[src/rtl/frame_buffer_scanner_if.sv]
// Pixel stream carried from frame_buffer_scanner to the display serializer.
// master: the scanner (drives pixel, valid and markers); slave: the sink (drives ready).
interface frame_buffer_scanner_if;
    logic [3:0] pix_data;
    logic       pix_valid;
    logic       pix_ready;
    logic       pix_sof;
    logic       pix_eol;

    modport master (output pix_data, output pix_valid, output pix_sof, output pix_eol,
                    input  pix_ready);
    modport slave  (input  pix_data, input  pix_valid, input  pix_sof, input  pix_eol,
                    output pix_ready);
endinterface

[src/rtl/frame_buffer_scanner.sv]
// Raster read engine for a 4-bit frame buffer. Walks the buffer in raster order, absorbs
// the 1-cycle RAM read latency and emits pixels with sof/eol markers through a skid FIFO.
// Optional feature macro: FB_SCANNER_TEST_PATTERN_EN (adds test_pattern input, 8 colour bars).
module frame_buffer_scanner #(
    parameter int unsigned H_ACTIVE   = 640,
    parameter int unsigned V_ACTIVE   = 400,
    parameter int unsigned FIFO_DEPTH = 4
) (
    input  logic        clk,
    input  logic        rst,
    input  logic        start,
`ifdef FB_SCANNER_TEST_PATTERN_EN
    input  logic        test_pattern,
`endif
    input  logic        fb_ready,
    output logic [17:0] fb_rd_addr,
    input  logic [3:0]  fb_rd_data,
    output logic        busy,
    output logic        frame_done,
    frame_buffer_scanner_if.master pix
);

    localparam int unsigned TOTAL = H_ACTIVE * V_ACTIVE;
    localparam int unsigned XW    = $clog2(H_ACTIVE);
    localparam int unsigned YW    = (V_ACTIVE > 1) ? $clog2(V_ACTIVE) : 1;
    localparam int unsigned PW    = $clog2(FIFO_DEPTH);
    localparam int unsigned CW    = PW + 1;

    typedef enum logic [1:0] {StIdle, StWaitRdy, StScan, StDrain} state_e;

    state_e        state_q, state_d;
    logic [17:0]   next_addr_q, next_addr_d;   // address of the next read to issue
    logic [17:0]   last_addr_q, last_addr_d;   // address of the most recent read issued
    logic [XW-1:0] x_q, x_d;
    logic [YW-1:0] y_q, y_d;
    logic          inflight_q, inflight_d;
    logic          sof_q, sof_d;               // markers of the read in flight
    logic          eol_q, eol_d;
    logic          frame_done_q, frame_done_d;
    logic [5:0]    mem_q [FIFO_DEPTH];         // {sof, eol, pixel}
    logic [5:0]    mem_d [FIFO_DEPTH];
    logic [PW-1:0] wr_ptr_q, wr_ptr_d;
    logic [PW-1:0] rd_ptr_q, rd_ptr_d;
    logic [CW-1:0] count_q, count_d;

    logic          issue;
    logic          fifo_valid;
    logic          hs;
    logic          final_hs;
    logic [3:0]    wr_pix;
    logic [5:0]    rd_word;

`ifdef FB_SCANNER_TEST_PATTERN_EN
    localparam int unsigned BAR_W = $clog2(H_ACTIVE / 8 + 1);
    logic             tp_q, tp_d;
    logic [BAR_W-1:0] bar_cnt_q, bar_cnt_d;
    logic [2:0]       bar_idx_q, bar_idx_d;
    logic [2:0]       bar_wr_q, bar_wr_d;      // bar index of the read in flight
`endif

    // Issue gating: FIFO entries plus the read in flight must leave room for one more.
    always_comb begin
        fifo_valid = (count_q != '0);
        hs         = fifo_valid & pix.pix_ready;
        issue      = (state_q == StScan) && ((count_q + CW'(inflight_q)) < CW'(FIFO_DEPTH));
        final_hs   = (state_q == StDrain) && hs && !inflight_q && (count_q == CW'(1));
    end

    // Frame sequencing, address and raster position counters.
    always_comb begin
        state_d      = state_q;
        next_addr_d  = next_addr_q;
        last_addr_d  = last_addr_q;
        x_d          = x_q;
        y_d          = y_q;
        sof_d        = sof_q;
        eol_d        = eol_q;
        inflight_d   = issue;
        frame_done_d = 1'b0;
`ifdef FB_SCANNER_TEST_PATTERN_EN
        tp_d         = tp_q;
        bar_cnt_d    = bar_cnt_q;
        bar_idx_d    = bar_idx_q;
        bar_wr_d     = bar_wr_q;
`endif
        case (state_q)
            StIdle: begin
                // The frame_done cycle still counts as the tail of the previous frame.
                if (start && !frame_done_q) begin
                    state_d     = fb_ready ? StScan : StWaitRdy;
                    next_addr_d = '0;
                    x_d         = '0;
                    y_d         = '0;
`ifdef FB_SCANNER_TEST_PATTERN_EN
                    tp_d        = test_pattern;
                    bar_cnt_d   = '0;
                    bar_idx_d   = '0;
`endif
                end
            end
            StWaitRdy: if (fb_ready) state_d = StScan;
            StScan:    if (issue && (next_addr_q == 18'(TOTAL - 1))) state_d = StDrain;
            StDrain: begin
                if (final_hs) begin
                    state_d      = StIdle;
                    frame_done_d = 1'b1;
                    last_addr_d  = '0;
                end
            end
            default: state_d = StIdle;
        endcase
        if (issue) begin
            last_addr_d = next_addr_q;
            next_addr_d = next_addr_q + 18'd1;
            sof_d       = (x_q == '0) && (y_q == '0);
            eol_d       = (x_q == XW'(H_ACTIVE - 1));
            if (x_q == XW'(H_ACTIVE - 1)) begin
                x_d = '0;
                y_d = (y_q == YW'(V_ACTIVE - 1)) ? '0 : y_q + YW'(1);
            end else begin
                x_d = x_q + XW'(1);
            end
`ifdef FB_SCANNER_TEST_PATTERN_EN
            bar_wr_d = bar_idx_q;
            if (x_q == XW'(H_ACTIVE - 1)) begin
                bar_cnt_d = '0;
                bar_idx_d = '0;
            end else if (bar_cnt_q == BAR_W'(H_ACTIVE / 8 - 1)) begin
                bar_cnt_d = '0;
                bar_idx_d = bar_idx_q + 3'd1;
            end else begin
                bar_cnt_d = bar_cnt_q + BAR_W'(1);
            end
`endif
        end
    end

    // Skid FIFO: returning read data is written, handshakes pop.
    always_comb begin
`ifdef FB_SCANNER_TEST_PATTERN_EN
        wr_pix = tp_q ? {1'b0, bar_wr_q} : fb_rd_data;
`else
        wr_pix = fb_rd_data;
`endif
        mem_d    = mem_q;
        wr_ptr_d = wr_ptr_q;
        rd_ptr_d = rd_ptr_q;
        if (inflight_q) begin
            mem_d[wr_ptr_q] = {sof_q, eol_q, wr_pix};
            wr_ptr_d        = wr_ptr_q + PW'(1);
        end
        if (hs) rd_ptr_d = rd_ptr_q + PW'(1);
        count_d = count_q + CW'(inflight_q) - CW'(hs);
    end

    // Outputs: pixel fields read as zero while the FIFO is empty.
    always_comb begin
        rd_word        = fifo_valid ? mem_q[rd_ptr_q] : '0;
        pix.pix_valid  = fifo_valid;
        pix.pix_sof    = rd_word[5];
        pix.pix_eol    = rd_word[4];
        pix.pix_data   = rd_word[3:0];
        fb_rd_addr     = issue ? next_addr_q : last_addr_q;
        busy           = (state_q != StIdle);
        frame_done     = frame_done_q;
    end

    // State register; reset also drops any read still in flight.
    always_ff @(posedge clk or posedge rst) begin
        if (rst) begin
            state_q      <= StIdle;
            next_addr_q  <= '0;
            last_addr_q  <= '0;
            x_q          <= '0;
            y_q          <= '0;
            inflight_q   <= 1'b0;
            sof_q        <= 1'b0;
            eol_q        <= 1'b0;
            frame_done_q <= 1'b0;
            mem_q        <= '{default: '0};
            wr_ptr_q     <= '0;
            rd_ptr_q     <= '0;
            count_q      <= '0;
`ifdef FB_SCANNER_TEST_PATTERN_EN
            tp_q         <= 1'b0;
            bar_cnt_q    <= '0;
            bar_idx_q    <= '0;
            bar_wr_q     <= '0;
`endif
        end else begin
            state_q      <= state_d;
            next_addr_q  <= next_addr_d;
            last_addr_q  <= last_addr_d;
            x_q          <= x_d;
            y_q          <= y_d;
            inflight_q   <= inflight_d;
            sof_q        <= sof_d;
            eol_q        <= eol_d;
            frame_done_q <= frame_done_d;
            mem_q        <= mem_d;
            wr_ptr_q     <= wr_ptr_d;
            rd_ptr_q     <= rd_ptr_d;
            count_q      <= count_d;
`ifdef FB_SCANNER_TEST_PATTERN_EN
            tp_q         <= tp_d;
            bar_cnt_q    <= bar_cnt_d;
            bar_idx_q    <= bar_idx_d;
            bar_wr_q     <= bar_wr_d;
`endif
        end
    end

endmodule

[src/flat_wrapper.sv]
// flat-port wrapper written by rule: the top's interface ports become plain ports
module frame_buffer_scanner_flat 
#(
    parameter int unsigned H_ACTIVE   = 640,
    parameter int unsigned V_ACTIVE   = 400,
    parameter int unsigned FIFO_DEPTH = 4
)
  (clk, rst, start, fb_ready, fb_rd_addr, fb_rd_data, busy, frame_done, pix_pix_data, pix_pix_valid, pix_pix_sof, pix_pix_eol, pix_pix_ready);
  frame_buffer_scanner_if pix_i ();
  input  logic clk;
  input  logic rst;
  input  logic start;
  input  logic fb_ready;
  output logic [17:0] fb_rd_addr;
  input  logic [3:0] fb_rd_data;
  output logic busy;
  output logic frame_done;
  output wire logic [$bits(pix_i.pix_data)-1:0] pix_pix_data;
  output wire logic [$bits(pix_i.pix_valid)-1:0] pix_pix_valid;
  output wire logic [$bits(pix_i.pix_sof)-1:0] pix_pix_sof;
  output wire logic [$bits(pix_i.pix_eol)-1:0] pix_pix_eol;
  input wire logic [$bits(pix_i.pix_ready)-1:0] pix_pix_ready;
  assign pix_pix_data = pix_i.pix_data;
  assign pix_pix_valid = pix_i.pix_valid;
  assign pix_pix_sof = pix_i.pix_sof;
  assign pix_pix_eol = pix_i.pix_eol;
  assign pix_i.pix_ready = pix_pix_ready;
  frame_buffer_scanner #(.H_ACTIVE(H_ACTIVE), .V_ACTIVE(V_ACTIVE), .FIFO_DEPTH(FIFO_DEPTH)) u_core (.clk(clk), .rst(rst), .start(start), .fb_ready(fb_ready), .fb_rd_addr(fb_rd_addr), .fb_rd_data(fb_rd_data), .busy(busy), .frame_done(frame_done), .pix(pix_i));
endmodule
[config.mk]
export PLATFORM = sky130hd
export DESIGN_NAME = frame_buffer_scanner_flat
export DESIGN_NICKNAME = d
export VERILOG_FILES = /design/src/rtl/frame_buffer_scanner_if.sv /design/src/rtl/frame_buffer_scanner.sv /design/src/flat_wrapper.sv
export SDC_FILE = /design/constraint.sdc
export NUM_CORES = 1
export LEC_CHECK = 0
export ABC_AREA = 1
export BUFFER_PORTS_ARGS = -buffer_cell sky130_fd_sc_hd__buf_4
export CAP_MARGIN = 5
export CORE_MARGIN = 1.5
export CORE_UTILIZATION = 60
export CTS_BUF_LIST = sky130_fd_sc_hd__clkbuf_8
export DETAILED_ROUTE_END_ITERATION = 12
export GPL_TIMING_DRIVEN = 1
export PLACE_DENSITY = 0.78
export SLEW_MARGIN = 20
export SYNTH_ARGS = -nofsm -noshare
export SYNTH_HDL_FRONTEND = slang
export SYNTH_SLANG_ARGS = --single-unit
[constraint.sdc]
create_clock -name clk -period 3.1 [get_ports clk]
set_input_delay 0.31 -clock clk [delete_from_list [all_inputs] [get_ports clk]]
set_output_delay 0.31 -clock clk [all_outputs]
set_load 0.1 [all_outputs]
Yosys cells after proc, flatten, opt, wreduce, memory -nomap -nowiden
Cells that the tools add are included.

storage, ports and cells
  bits in registers = 92
  bits of input ports = 9
  word-level logic and storage cells = 94

operators by class
  add/subtract/negate cells = 7
  order comparisons = 4
  equal/unequal tests = 11
  multiplexer cells = 31
  bitwise operators = 3
  reduce and logical (&&, ||, !) cells = 22

operators by type and width
  kind                   count
  $mux 18                7
  $mux 9                 5
  $mux 10                4
  $bwmux 24              1
  $mux 6                 4
  $add 18x1->18 const B  1
  $eq 18x18->1 const B   1
  $bmux 6 s2             1
  $demux 6 s2            1
  $add 10x1->10 const B  1
  $eq 10x10->1 const B   1
  $logic_not 10->1       1
  $mux 2                 5
  $reduce_bool 2->1      5
  $add 9x1->9 const B    1
  $eq 9x9->1 const B     1
  $logic_not 9->1        1
  $logic_and 1x1->1      8
  $pmux 2 s4             1
  $ge 3x3->1 const B     2
  $not 2->3              2
  $add 2x1->2 const B    2
  $eq 2x2->1 const B     2
  $ne 2x1->1 const B     2
  14 further kinds       18

Logic depth before layout (Yosys ltp)
Gate-level depths: netlist (run 1).

  depth after elaboration = 8
  mapped depth = 11
  mapped depth without buffers = 11

Least setup slack after synthesis (run 1)
OpenSTA, ideal clock, no wires.

  path type = register to output
  start point = register u_core.count_q[0]
  end point = output port fb_rd_addr[17]
  arrival = 3394 ps
  data required time = 2790 ps
  path slack = -604 ps
  cell stages (with the launch flop) = 8
  buffers on the path = 2
  path through = dfrtp_1 ha_1 ha_1 nand2_2 nand3_4 buf_6 buf_2 o21ai_0

on the way
  cells in the longest elaborated chain, start to end = 4

RTL lines
  what                    RTL line                     RTL
  from (decl)             frame_buffer_scanner.sv:44   logic [CW-1:0] count_q, count_d;
  from (signal assigned)  frame_buffer_scanner.sv:203  count_q <= count_d;
  $add 3x1->3             frame_buffer_scanner.sv:65   issue = (state_q == StScan) && ((count_q + CW'(inflight_q)) < CW'(FIFO_DEPTH));
  $lt 3x3->1              frame_buffer_scanner.sv:65
  $logic_and 1x1->1       frame_buffer_scanner.sv:65
  $mux 18                 frame_buffer_scanner.sv:163  fb_rd_addr = issue ? next_addr_q : last_addr_q;
  to (decl)               flat_wrapper.sv:14           output logic [17:0] fb_rd_addr;

Every way passes these cells.

Worst setup path after layout (run 1)
  start point = register u_core.inflight_q
  end point = output port fb_rd_addr[15]

on the way
  cells in the longest elaborated chain, start to end = 4

RTL lines
  what                    RTL line                     RTL
  from (decl)             frame_buffer_scanner.sv:36   logic inflight_q, inflight_d;
  from (signal assigned)  frame_buffer_scanner.sv:196  inflight_q <= inflight_d;
  $add 3x1->3             frame_buffer_scanner.sv:65
  $lt 3x3->1              frame_buffer_scanner.sv:65
  $logic_and 1x1->1       frame_buffer_scanner.sv:65
  $mux 18                 frame_buffer_scanner.sv:163

Every way passes these cells.

==> impl_metrics.env, run 1 <==
export IMPL_fin_crit_ps=2800
export IMPL_final_cell_mix="nand2_1, dfrtp_1, inv_1, o21ai_0, nor2_1"
export IMPL_finalCritPeriodShare=0.905
export IMPL_place_area_mm2=0.00513
export IMPL_clk_pin_slew_ps=100
export IMPL_die_h_um=92.1
export IMPL_cpMaxStageDelayCell="dfrtp_1"
export IMPL_fp_coreArea_mm2=0.00773
export IMPL_drtPass1Iterations=5
export IMPL_dieArea_mm2=0.00849
export IMPL_layout_commonest_cell="nand2_1"
export IMPL_p_total_mw=5.07
export IMPL_fin_setup_tns_ps=0
export IMPL_drive_gt1_frac=0.124
export IMPL_crit_family="buffers and inverters"
export IMPL_port_buffers=35
export IMPL_clock_fmax_mhz=357
export IMPL_fin_util=0.688
export IMPL_worst_pin_slew_ps=623
export IMPL_slew_headroom=0.584
export IMPL_fin_cells=729
export IMPL_syn_to_final_growth_pct=11.5
export IMPL_start_kind="register"
export IMPL_hold_ws_ps=-9.27
export IMPL_rsz0062_at_grt="false"
export IMPL_grt_pass1_wl_um=17300
export IMPL_setup_viol=0
export IMPL_path_buf_inv=3
export IMPL_viasPerCell=5.37
export IMPL_grt_use_met3=0.0315
export IMPL_ant_nets=0
export IMPL_overflow=0
export IMPL_grt_usage=0.256
export IMPL_crit_type="register to primary output"
export IMPL_final_cell_area_mm2=0.00532
export IMPL_hold_path_class="input pin to asynchronous set/reset pin"
export IMPL_worstReg2RegStart="u_core.inflight_q"
export IMPL_endpoint_kind="primary output"
export IMPL_vias=3914
export IMPL_place_hpwl_um=6810
export IMPL_start_util=0.617
export IMPL_cts_resized=0
export IMPL_synthCells=590
export IMPL_grt_antenna_before_repair=0
export IMPL_crit_path_max_incr_delay_ps=490
export IMPL_grtUsageMet1=0.360
export IMPL_ys_types=35
export IMPL_grt_busiest_layer="met2"
export IMPL_clock_path_buffers=2
export IMPL_r2r_cells=10
export IMPL_grt_pass1_vias=3695
export IMPL_grt_max_degree=59
export IMPL_wire_per_inst_um=13.5
export IMPL_place_gp_congestion=0.886
export IMPL_reg2reg_to="u_core.next_addr_q[5]"
export IMPL_cts_root_buf="clkbuf_8"
export IMPL_path_cells="ha_1 -> ha_1 -> inv_1 -> nand2_1 -> nand3_4 -> buf_4 -> nand2_1 -> o21ai_1 -> buf_4"
export IMPL_outcome="finished with violations"
export IMPL_ir_drop_mv=0.650
export IMPL_drc=0
export IMPL_ctsHoldBuffers=0
export IMPL_diodes=0
export IMPL_fin_skew_ps=14.4
export IMPL_final_max_slew_violation_count=0
export IMPL_netlist_area_mm2=0.00477
export IMPL_seq_area_frac_synth=0.483
export IMPL_wl_um=9840
export IMPL_cts_tree="done"
export IMPL_drv_cap=0
export IMPL_cp_required_ps=2790
export IMPL_row_count=32
export IMPL_nNetsFinal=648
export IMPL_ys_seq_elements=92
export IMPL_grt_met2_usage=0.409
export IMPL_fillers=626
export IMPL_dp_cells=713
export IMPL_ff2ff_setup_slack_ps=720
export IMPL_dp_slack_ps=716
export IMPL_p_leak_nw=2.59
export IMPL_cts_sink_count=92
export IMPL_cts_made_buffers=9
export IMPL_power_density_mw_per_mm2=954
export IMPL_insertion_delay_ps=370
export IMPL_violations="hold timing"
export IMPL_cts_setup_buffers=0
export IMPL_htree_levels=3
export IMPL_synth_area_per_cell_um2=8.08
export IMPL_setup_ws_ps=296
export IMPL_synth_nets=616
export IMPL_drt_initial_drc_count=281
export IMPL_critPathMaxFanout=39
export IMPL_io_pins=36
export IMPL_die_w_um=92.1
export IMPL_cp_arrival_ps=2490
export IMPL_ys_warn_count=0
export IMPL_final_hold_violation_count=4
layer usage:
metal  routed length (um)  up-vias  share of wire
met5                    0        -              0
li1                     -     1972              -
met4                  176        0          0.018
met3                  406       18          0.041
met1                 4740     1818           0.48
met2                 4510      106           0.46
how the worst max path moves through the flow:
stage | start | endpoint | slack [ps] | cells past startpoint
final | u_core.inflight_q | fb_rd_addr[15] | 300 | 9
after global routing | u_core.inflight_q | fb_rd_addr[7] | 120 | 9
after CTS | u_core.inflight_q | fb_rd_addr[1] | 310 | 9
after detailed placement | u_core.inflight_q | fb_rd_addr[1] | 720 | 9
after global placement | u_core.inflight_q | fb_rd_addr[6] | 790 | 9
after floorplan | u_core.count_q[0] | fb_rd_addr[17] | -600 | 7
power breakdown:
group	switching (mW)	internal (mW)
Sequential	0.233	1.49
Clock	0.442	0.318
Combinational	1.98	0.613
Total	2.65	2.42
synth_stat cells, drive strengths merged:
cell    instances  share of area
ha             17          0.045
o22ai          19          0.025
nor3           11          0.014
o31ai           1         0.0016
o21ai          86          0.092
xnor2           4         0.0073
nand3          21          0.026
buf             9          0.011
a21oi          16          0.017
and2            2         0.0026
nand2         136           0.11
a31o            1         0.0018
clkbuf          8         0.0063
dfrtp          92           0.48
a22oi           1         0.0016
a31oi           2         0.0026
nor2           59          0.051
inv            80          0.063
nand4          11          0.014
o21bai          1         0.0016
xor2           11          0.020
or2             1         0.0013
o21a            1         0.0016
registers in the layout (all words and copies together) (netlist names):
name / flops
u_core.next_addr_q: 18
u_core.sof_q: 1
u_core.inflight_q: 1
u_core.wr_ptr_q: 2
u_core.rd_ptr_q: 2
u_core.frame_done: 1
u_core.state_q: 2
u_core.x_q: 10
u_core.count_q: 3
u_core.eol_q: 1
u_core.y_q: 9
u_core.last_addr_q: 18
u_core.mem_q: 24
cells by family after synthesis:
family | Yosys count | share of synthesized area
xor+xnor | 15 | 0.0276
fa+ha+maj | 17 | 0.0446
simple gates | 241 | 0.220
buf+inv | 97 | 0.0806
compound gates | 128 | 0.144
flops | 92 | 0.483
final cells by class:
type	count	area, um^2	area share
multi-input cells	401	2100	0.396
flip-flops and latches	92	2300	0.433
well taps	102	128	0.0240
inverters	80	302	0.0567
clock buffers	10	138	0.0259
repair buffers	38	298	0.0560
clock inverters	6	45.0	0.00847
Note: power is estimated with default switching activity, not from simulation.
==> run 2, diff against run 1 <==
- PLACE_DENSITY: 0.78 -> 0.88
==> impl_metrics.env, run 2 (synthesized netlist as in run 1, its figures left out) <==
export IMPL_place_gp_congestion=0.849
export IMPL_grtUsageMet1=0.362
export IMPL_fin_crit_ps=2850
export IMPL_crit_type="register to primary output"
export IMPL_finalCritPeriodShare=0.920
export IMPL_grt_pass1_vias=3951
export IMPL_cts_tree="done"
export IMPL_largest_reg_flops=24
export IMPL_ctsHoldBuffers=0
export IMPL_slew_headroom=0.515
export IMPL_diodes=0
export IMPL_grt_use_met3=0.0406
export IMPL_fp_coreArea_mm2=0.00773
export IMPL_syn_to_final_growth_pct=11.4
export IMPL_drtPass1Iterations=5
export IMPL_die_w_um=92.1
export IMPL_nNetsFinal=648
export IMPL_endpoint_kind="primary output"
export IMPL_power_density_mw_per_mm2=965
export IMPL_final_cell_area_mm2=0.00531
export IMPL_wire_per_inst_um=14.5
export IMPL_grt_met2_usage=0.455
export IMPL_vias=4072
export IMPL_place_hpwl_um=7440
export IMPL_ir_drop_mv=0.537
export IMPL_cts_resized=0
export IMPL_critPathMaxFanout=30
export IMPL_clk_pin_slew_ps=90
export IMPL_final_hold_violation_count=0
export IMPL_grt_max_degree=52
export IMPL_place_area_mm2=0.00513
export IMPL_outcome="completed"
export IMPL_path_cells="ha_1 -> ha_1 -> inv_1 -> nand2_1 -> nand3_4 -> buf_4 -> nand2_1 -> o21ai_1 -> buf_4"
export IMPL_grt_usage=0.274
export IMPL_start_util=0.617
export IMPL_cts_setup_buffers=0
export IMPL_drv_cap=0
export IMPL_crit_path_start="u_core.inflight_q"
export IMPL_grt_pass1_wl_um=18400
export IMPL_drt_initial_drc_count=300
export IMPL_grt_busiest_layer="met2"
export IMPL_fin_skew_ps=11.2
export IMPL_ant_nets=0
export IMPL_die_h_um=92.1
export IMPL_cts_made_buffers=9
export IMPL_layout_commonest_cell="nand2_1"
export IMPL_cts_root_buf="clkbuf_8"
export IMPL_cts_sink_count=92
export IMPL_largest_register="u_core.mem_q"
export IMPL_io_pins=36
export IMPL_htree_levels=3
export IMPL_clock_path_buffers=2
export IMPL_hold_path_class="input pin to asynchronous set/reset pin"
export IMPL_reg_top3="u_core.mem_q x24, u_core.last_addr_q x18, u_core.next_addr_q x18"
export IMPL_worst_pin_slew_ps=726
export IMPL_rsz0062_at_grt="false"
export IMPL_start_kind="register"
export IMPL_drive_gt1_frac=0.123
export IMPL_p_leak_nw=2.59
export IMPL_clock_fmax_mhz=351
export IMPL_fillers=581
export IMPL_cpMaxStageDelayCell="dfrtp_1"
export IMPL_port_buffers=35
export IMPL_hold_ws_ps=44.3
export IMPL_insertion_delay_ps=360
export IMPL_crit_path_max_incr_delay_ps=480
export IMPL_wl_um=10600
export IMPL_cp_arrival_ps=2540
export IMPL_grt_antenna_before_repair=0
export IMPL_row_count=32
export IMPL_worstReg2RegStart="u_core.inflight_q"
export IMPL_final_cell_mix="nand2_1, dfrtp_1, inv_1, o21ai_0, nor2_1"
export IMPL_viasPerCell=5.59
export IMPL_dieArea_mm2=0.00849
export IMPL_drc=0
export IMPL_final_max_slew_violation_count=0
export IMPL_cp_required_ps=2790
export IMPL_setup_viol=0
export IMPL_overflow=0
run 2: cell types whose count changed in the layout (fill, tap and decap cells not counted):
cell	change
clkinvlp_4	-1
clkinv_4	+2
inv_6	-2
inv_1	+1
run 2: metal layers:
metal,part of all wire,wire (um)
met5,0,0
met4,0.022,230
met3,0.059,621
met2,0.49,5230
met1,0.43,4500
run 2: stage by stage:
step / power, mW / setup slack [ps] / instances / util / setup TNS [ps]
after global routing: 5.43 / 75.0 / 729 / 0.688 / 0
after CTS: 5.13 / 245 / 729 / 0.688 / 0
after detailed placement: 4.38 / 643 / 713 / 0.664 / 0
after global placement: 4.26 / 789 / 713 / 0.664 / 0
after floorplan: 3.82 / -604 / 590 / - / -2420
final: 5.13 / 248 / 729 / 0.688 / 0
run 2: final timing paths:
path / cells past startpoint / to / slack, ps
min in group clk: 3 / u_core.mem_q[19] / 260
worst min register to register: 2 / u_core.mem_q[4] / 490
worst max-delay path: 9 / fb_rd_addr[15] / 250
worst min-delay path: 2 / u_core.mem_q[15] / 40
max in group asynchronous: 3 / u_core.next_addr_q[10] / 2360
worst max register to register: 9 / u_core.next_addr_q[5] / 630
run 2: cell type report:
class	count	area, um^2	area share
tap	102	128	0.0240
timing repair buffer	38	298	0.0561
clock buffer	10	138	0.0259
multi-input combinational	401	2100	0.396
clock inverter	6	41.3	0.00777
sequential	92	2300	0.433
inverter	80	302	0.0568
run 2: power breakdown:
| group | total (mW) | switching (mW) | internal [mW] |
|---|---|---|---|
| Clock | 0.744 | 0.432 | 0.312 |
| Combinational | 2.65 | 2.03 | 0.623 |
| Sequential | 1.73 | 0.239 | 1.49 |
| Total | 5.13 | 2.70 | 2.43 |
run 2: critical path: cells and delay by family, from the launching register on:
family                     cells  cell delay, ps
buffers and inverters          3             690
DFF                            1             480
adders and majority gates      2             450
and+or+nand+nor                3             440
AOI/OAI and AO/OA              1             110
==> run 3, diff against run 2 <==
- CELL_PAD_IN_SITES_DETAIL_PLACEMENT: default -> 1
- CELL_PAD_IN_SITES_GLOBAL_PLACEMENT: default -> 2
- CORE_UTILIZATION: 60 -> 37
- PLACE_DENSITY: 0.88 -> 0.89
==> impl_metrics.env, run 3 (synthesized netlist as in run 1, its figures left out) <==
export IMPL_fillers=1579
export IMPL_insertion_delay_ps=380
export IMPL_cts_made_buffers=9
export IMPL_grt_max_degree=48
export IMPL_htree_levels=3
export IMPL_wl_um=12100
export IMPL_hold_path_class="input pin to asynchronous set/reset pin"
export IMPL_die_w_um=117
export IMPL_grt_antenna_before_repair=0
export IMPL_drive_gt1_frac=0.124
export IMPL_grt_usage=0.192
export IMPL_ff2ff_setup_slack_ps=710
export IMPL_fin_util=0.433
export IMPL_fin_skew_ps=12.5
export IMPL_worst_pin_slew_ps=855
export IMPL_syn_to_final_growth_pct=14.6
export IMPL_drt_initial_drc_count=171
export IMPL_io_pins=36
export IMPL_final_cell_mix="nand2_1, dfrtp_1, inv_1, o21ai_0, nor2_1"
export IMPL_p_total_mw=5.34
export IMPL_fin_crit_ps=2870
export IMPL_cts_root_buf="clkbuf_8"
export IMPL_hold_ws_ps=73.3
export IMPL_clk_pin_slew_ps=90
export IMPL_cp_arrival_ps=2560
export IMPL_clock_fmax_mhz=348
export IMPL_largest_register="u_core.mem_q"
export IMPL_reg_top3="u_core.mem_q x24, u_core.last_addr_q x18, u_core.next_addr_q x18"
export IMPL_overflow=0
export IMPL_clock_path_buffers=2
export IMPL_cts_setup_buffers=0
export IMPL_p_leak_nw=2.63
export IMPL_final_max_slew_violation_count=0
export IMPL_place_area_mm2=0.00523
export IMPL_die_h_um=117
export IMPL_grt_pass1_vias=4018
export IMPL_wire_per_inst_um=15.2
export IMPL_start_kind="register"
export IMPL_place_gp_congestion=0.799
export IMPL_layout_commonest_cell="nand2_1"
export IMPL_drc=0
export IMPL_critPathMaxFanout=18
export IMPL_cp_required_ps=2790
export IMPL_ant_nets=0
export IMPL_nNetsFinal=649
export IMPL_cts_sink_count=92
export IMPL_endpoint_kind="primary output"
export IMPL_vias=3961
export IMPL_rsz0062_at_grt="false"
export IMPL_diodes=0
export IMPL_crit_type="register to primary output"
export IMPL_dieArea_mm2=0.0136
export IMPL_cts_tree="done"
export IMPL_row_count=41
export IMPL_power_density_mw_per_mm2=977
export IMPL_setup_viol=0
export IMPL_port_buffers=35
export IMPL_drtPass1Iterations=4
export IMPL_place_hpwl_um=8620
export IMPL_viasPerCell=4.95
export IMPL_fp_coreArea_mm2=0.0126
export IMPL_finalCritPeriodShare=0.926
export IMPL_drv_cap=0
export IMPL_largest_reg_flops=24
export IMPL_outcome="completed"
export IMPL_final_hold_violation_count=0
export IMPL_final_cell_area_mm2=0.00547
export IMPL_fin_setup_tns_ps=0
export IMPL_ir_drop_mv=0.493
export IMPL_start_util=0.378
export IMPL_slew_headroom=0.430
export IMPL_grt_pass1_wl_um=20100
## run 3: cell count changes in the layout (fill, tap and decap cells not counted)
cell / delta
buf_4: +1
bufinv_16: +2
clkbuf_8: +2
clkinv_4: -2
clkinvlp_4: -1
inv_2: -1
## run 3: metrics by stage
stage | instances | worst slack (ps)
4_1_cts | 800 | 148
5_1_grt | 800 | 19.7
6_report | 800 | 230
2_1_floorplan | 590 | -604
3_5_place_dp | 784 | 599
3_3_place_gp | 784 | 726
## run 3: area by class of cell
cell class / instances / area (um^2) / share of cell area
Sequential cell: 92 / 2300 / 0.421
Clock buffer: 12 / 165 / 0.0302
Multi-Input combinational cell: 401 / 2100 / 0.385
Inverter: 80 / 303 / 0.0554
Clock inverter: 4 / 71.3 / 0.0130
Timing Repair Buffer: 39 / 305 / 0.0558
Tap cell: 172 / 215 / 0.0394
## run 3: layer usage
layer  part of all wire  global-route usage
met5                  0                   0
met4              0.012              0.0610
met3              0.023              0.0358
met2               0.48               0.311
met1               0.49               0.261
## run 3: worst paths after layout
path	startpoint	to	cells past startpoint
min in group clk	fb_rd_data[1]	u_core.mem_q[13]	3
setup reg to reg	u_core.inflight_q	u_core.next_addr_q[14]	10
setup / recovery	u_core.inflight_q	fb_rd_addr[4]	8
hold reg to reg	u_core.mem_q[15]	u_core.mem_q[15]	2
max in group asynchronous	rst	u_core.inflight_q	3
hold / removal	rst	u_core.y_q[7]	2
## run 3: critical path, cell delays in order, from the launching register on
cell and delay (ps):
dfrtp_1 500, ha_1 240, ha_1 200, inv_1 60
nand2_1 100, nand3_4 240, clkinv_2 270, o21ai_1 250
buf_4 330
## run 3: timing repair
item / CTS / global route
setup endpoints to repair: 0 / 6
hold buffers: 0 / 0
gates resized for setup: 0 / 1
## run 3: where the power goes
| group | internal, mW | switching [mW] |
|---|---|---|
| registers | 1.49 | 0.235 |
| clock network | 0.518 | 0.445 |
| logic | 0.619 | 2.03 |
